[config.mk]
export PLATFORM = sky130hd
export DESIGN_NAME = spi_instr_decoder
export DESIGN_NICKNAME = d
export VERILOG_FILES = /design/src/rtl/spi_cmd_pkg.sv /design/src/rtl/sync_2ff.sv /design/src/rtl/spi_instr_decoder.sv
export SDC_FILE = /design/constraint.sdc
export NUM_CORES = 1
export LEC_CHECK = 0
export BUFFER_PORTS_ARGS = -buffer_cell sky130_fd_sc_hd__buf_4
export CAP_MARGIN = 0
export CORE_MARGIN = 5
export CORE_UTILIZATION = 44
export CTS_CLUSTER_SIZE = 25
export DETAILED_ROUTE_END_ITERATION = 6
export PLACE_DENSITY = 0.8
export SYNTH_ARGS = -nofsm -noshare
export SYNTH_HDL_FRONTEND = slang
export SYNTH_SLANG_ARGS = --single-unit
[constraint.sdc]
create_clock -name clk -period 1.2 [get_ports clk]
set_clock_uncertainty 0.05 [all_clocks]
set_input_delay 0.18 -clock clk [delete_from_list [all_inputs] [get_ports clk]]
set_output_delay 0.18 -clock clk [all_outputs]
set_load 0.03 [all_outputs]
[src/rtl/spi_cmd_pkg.sv]
// Shared definitions for the SPI instruction decoder: command byte layout,
// FSM state encoding and the default highest legal register address.
package spi_cmd_pkg;

   localparam int CMD_RW_BIT = 7;
   localparam int CMD_HI_BIT = 6;

   localparam logic [5:0] MAX_ADDR_DEFAULT = 6'h14;

   typedef enum logic [1:0] {
      IDLE  = 2'd0,
      WDATA = 2'd1,
      RDATA = 2'd2
   } state_t;

endpackage

[src/rtl/sync_2ff.sv]
// Two-flop synchroniser for a single asynchronous level; resets to RESET_VAL.
module sync_2ff #(
   parameter logic RESET_VAL = 1'b1
) (
   input  logic clk,
   input  logic rst,
   input  logic d,
   output logic q
);

   logic meta;

   // NOTE: sequential state uses non-blocking assignments so every flop samples pre-edge values.
   always_ff @(posedge clk) begin
      if (rst) begin
         meta <= RESET_VAL;
         q    <= RESET_VAL;
      end else begin
         meta <= d;
         q    <= meta;
      end
   end

endmodule

[src/rtl/spi_instr_decoder.sv]
// Decodes two-byte SPI transactions (command, data) into one-cycle register-bank
// read/write strobes and returns read data to the SPI bridge.
module spi_instr_decoder
   import spi_cmd_pkg::*;
#(
   parameter int               ADDR_W   = 6,
   parameter logic [ADDR_W-1:0] MAX_ADDR = MAX_ADDR_DEFAULT[ADDR_W-1:0]
) (
   input  logic              clk,
   input  logic              rst,
   input  logic              byte_sync,
   input  logic [7:0]        data_in,
   output logic [7:0]        data_out,
   input  logic              cs_n,
   output logic              read,
   output logic              write,
   output logic [ADDR_W-1:0] addr,
   output logic              hi_sel,
   output logic [7:0]        data_write,
   input  logic [7:0]        data_read
);

   state_t            state_q, state_d;
   logic              cs_sync, cs_prev, abort;
   logic              accept_cmd, wdata_byte;
   logic [ADDR_W-1:0] cmd_addr;
   logic              cmd_skip, cmd_is_write;
   logic              skip_q;
   logic [1:0]        cap_q, cap_zero_q;

   sync_2ff #(.RESET_VAL(1'b1)) u_cs_sync (
      .clk (clk),
      .rst (rst),
      .d   (cs_n),
      .q   (cs_sync)
   );

   always_ff @(posedge clk) begin
      if (rst) cs_prev <= 1'b1;
      else     cs_prev <= cs_sync;
   end

   // A rising edge of chip select ends the transaction early.
   assign abort        = cs_sync & ~cs_prev;
   assign cmd_addr     = data_in[ADDR_W-1:0];
   assign cmd_skip     = cmd_addr > MAX_ADDR;
   assign cmd_is_write = data_in[CMD_RW_BIT];

   // NOTE: every always_comb output gets a default first so no latch is inferred.
   always_comb begin
      state_d    = state_q;
      accept_cmd = 1'b0;
      wdata_byte = 1'b0;
      if (abort) begin
         state_d = IDLE;
      end else if (byte_sync) begin
         unique case (state_q)
            IDLE: begin
               accept_cmd = 1'b1;
               state_d    = cmd_is_write ? WDATA : RDATA;
            end
            WDATA: begin
               wdata_byte = ~skip_q;
               state_d    = IDLE;
            end
            RDATA:   state_d = IDLE;
            default: state_d = IDLE;
         endcase
      end
   end

   always_ff @(posedge clk) begin
      if (rst) begin
         state_q    <= IDLE;
         read       <= 1'b0;
         write      <= 1'b0;
         addr       <= '0;
         hi_sel     <= 1'b0;
         data_write <= 8'h00;
         data_out   <= 8'h00;
         skip_q     <= 1'b0;
         cap_q      <= 2'b00;
         cap_zero_q <= 2'b00;
      end else begin
         state_q <= state_d;
         read    <= accept_cmd & ~cmd_is_write & ~cmd_skip;
         write   <= wdata_byte;
         // Legal reads load bank data two cycles after the command; illegal commands load zero.
         cap_q      <= {cap_q[0], accept_cmd & (~cmd_is_write | cmd_skip)};
         cap_zero_q <= {cap_zero_q[0], cmd_skip};
         if (accept_cmd) begin
            addr   <= cmd_addr;
            hi_sel <= data_in[CMD_HI_BIT];
            skip_q <= cmd_skip;
         end
         if (wdata_byte) data_write <= data_in;
         if (cap_q[1])   data_out   <= cap_zero_q[1] ? 8'h00 : data_read;
      end
   end

endmodule
==> impl_results.md <==
- Outcome: completed
- Yosys warning total: 0
- DRC errors left: 0
- Util after Layout: 61.0%
- DIE AREA: 0.00429 mm2
- H-tree depth: 2
- CP arrival: 1.32 ns
- Root Driver: clkbuf_4
- Net count, final: 213
- Synthesized cell area: 0.00136 mm2
- Final Critical Period: 1.17 ns
- Vias in the first global route: 1231
- Worst min path class: in -> reg
- Flop pwr share: 56.0%
- Power Density: 1210 mW/mm2
- EDFF count, synth: 0
- Post CTS Setup Buffer Count: 0
- CP max stage delay: 0.44 ns
- Num CTS Buffers: 5
- Clk buf depth: 2
- Relative slew margins: 76.2%
- Core footprint: 0.00300 mm2
- Hold EP: data_out[3]
- Grt ovf: 0
- CP max stage cell: or3b_4
- WHS Path Cells: 3
- Clock Power Share: 28.6%
- Vias per cell: 5.22
- Largest area contributor in the synthesized netlist: dfxtp_1
- First-pass GRT wire length: 5220 um
- ANT nets after route: 0
- Overall routing resource usage: 15.7%
- Final max-slew violation count: 0
- Pleak: 0.000802 uW
- Post-Place Cells: 217
- Top metal layer carrying routed signals: met4
- Die Span Y: 65.5 um
- Net switching power of the design: 566 uW
- Non-Filler Instances: 226
- Synth async-reset ratio: 0%
- Wire length on met1: 1250 um
- Most frequent cells in the layout: buf_4 (53), dfxtp_1 (33), a21oi_1 (16)
- CP required: 1.35 ns
- DRT Wirelength: 3050 um
- GPL Wtd Cong: 0.777
- Wire length on met2: 1540 um
- Routed length on met3: 244 um
- Ys flop type: dfxtp_1
- Crit Path Class: reg -> reg
- Internal power: 1650 uW
- R2R setup slack: 0.03 ns
- Input/output buffers: 44
- CP Max Fanout: 8
- HPWL Detailed: 2340 um
- #FFs+latches synth: 35
- Vias: 1180
- Largest net degree at the start of global routing: 44
- FF-to-FF End: addr[5]
- Antenna violations before repair: 0
- Hold Slack: 0.0295 ns
- Number of antenna diodes: 0
- Final hold viol count: 0
- CP cell instances: or3b_4 -> o21ai_1 -> a21oi_1
- Worst-margin pin slew: 0.357 ns
- Drt initial violations: 39
- CTS tree: yes
- Post-Synthesis Net Count: 162
- Register area share after synthesis: 51.7%
- Post-synth top area share: 51.7%
- R2R Path Start: state_q[0]
- Commonest non-fill, non-tap cell in the layout: buf_4
- Hold Path Origin: data_read[3]
- Area Growth Syn to Fin: 35.0%
- First-pass iteration count of the detailed router: 4
- Avg WL per Cell: 13.5 um
- Core Rows: 20
- Setup-failing EPs final: 0
- Maximum VDD drop: 682 uV
- Net Sw Frac: 25.6%
- Top-Level Pins: 45
- Cell count after synthesis: 142
- Initial Util: 45.2%
- Max-cap viol count: 0
- Fmax: 855 MHz
- Num Clock Sinks: 35
- RSZ-0062 raised after global routing: true
- Synth unique cells: 32
- Crit end category: flip-flop
- Fin crit share: 97.4%
- Part of the power in combinational logic: 15.5%
- Die X: 65.5 um
- Top cells by area, synth: dfxtp_1 (52%), a21oi_1 (5.9%), nand2b_1 (5.5%)
- Clock Latency Late Sink: 0.33 ns
- Clock slew at reported path FFs: 0.10 ns
- Startpoint types: flip-flop
- Fraction of layout cells with a size suffix above 1: 37.8%
- Worst R2R Path Depth: 3
- Mean Syn Cell Area: 9.55 um2
==> worst max-delay path: cells and delay by family (launching register included) <==
| family | cells | cell delay [ns] |
|---|---|---|
| AO/OA/AOI/OAI | 2 | 0.20 |
| flip-flops | 1 | 0.35 |
| AND/OR/NAND/NOR | 1 | 0.44 |
==> through the flow <==
| step | setup TNS, ns | cell area (um2) | worst slack [ns] | total power, uW |
|---|---|---|---|---|
| floorplan | 0 | 1360 | 0.0185 | 1450 |
| global route | -0.282 | 1830 | -0.0401 | 2330 |
| global placement | -0.100 | 1740 | -0.0217 | 1580 |
| CTS | -0.0151 | 1820 | -0.0151 | 2240 |
| detailed placement | -0.437 | 1740 | -0.0706 | 1590 |
| finish | 0 | 1830 | 0.0310 | 2210 |
==> worst max path at each step <==
stage	slack [ns]	to	depth (start not counted)	startpoint
floorplan	0.02	addr[0]	4	state_q[1]
global placement	-0.02	addr[2]	3	state_q[1]
global route	-0.04	addr[3]	3	state_q[0]
CTS	-0.02	cap_q[0]	3	state_q[1]
finish	0.03	addr[5]	3	state_q[0]
detailed placement	-0.07	addr[0]	3	state_q[1]
==> logic make-up after synthesis <==
group | count (synthesis) | synth area share [%]
buffers and inverters | 12 | 4.61
DFF | 35 | 51.7
muxes | 2 | 1.48
AOI/OAI and AO/OA | 35 | 14.8
and+or+nand+nor | 58 | 27.5
==> registers in the layout, indices dropped and copies added, names as in the netlist <==
name,flops
u_cs_sync.meta,1
addr,6
data_write,8
cap_zero_q,2
cap_q,2
write,1
cs_prev,1
skip_q,1
u_cs_sync.q,1
read,1
hi_sel,1
data_out,8
state_q,2
==> cell type report <==
cell class,count,area (um2)
sequential,35,703
inverter,1,3.75
tap,33,41.3
timing repair buffer,55,418
clock inverter,1,5.00
multi-input combinational,95,608
fill,278,1170
clock buffer,6,51.3
==> synthesized netlist by cell type, drive strengths merged (2+ instances only) <==
cell type	count
o21ai	13
mux2i	2
a211oi	2
nand3	7
nor2	9
nor3	2
nand2	2
nor2b	10
clkbuf	5
or2	3
a21oi	16
nand2b	12
nand4b	6
buf	6
dfxtp	35
==> routing by layer <==
| layer | GRT usage (%) | up-vias |
|---|---|---|
| met5 | 0 | - |
| met4 | 6.99 | 0 |
| met3 | 4.96 | 2 |
| met2 | 28.4 | 40 |
| met1 | 16.5 | 549 |
| li1 | - | 589 |
==> power by group through the flow <==
stage / sequential (uW) / combinational, uW / clock, uW
after global placement: 1260 / 322 / 0
after CTS: 1240 / 339 / 659
after detailed placement: 1260 / 331 / 0
after floorplan: 1320 / 134 / 0
after global routing: 1250 / 373 / 708
final: 1240 / 342 / 632
==> repair_timing <==
| action | in CTS | in global routing |
|---|---|---|
| gates resized for setup | 2 | 11 |
| hold buffers | 2 | 0 |
| endpoints found under the setup margin | 9 | 20 |
| pin swaps | 0 | 2 |
| endpoints found under the hold margin | 2 | 0 |
(Power assumes the default switching activity.)
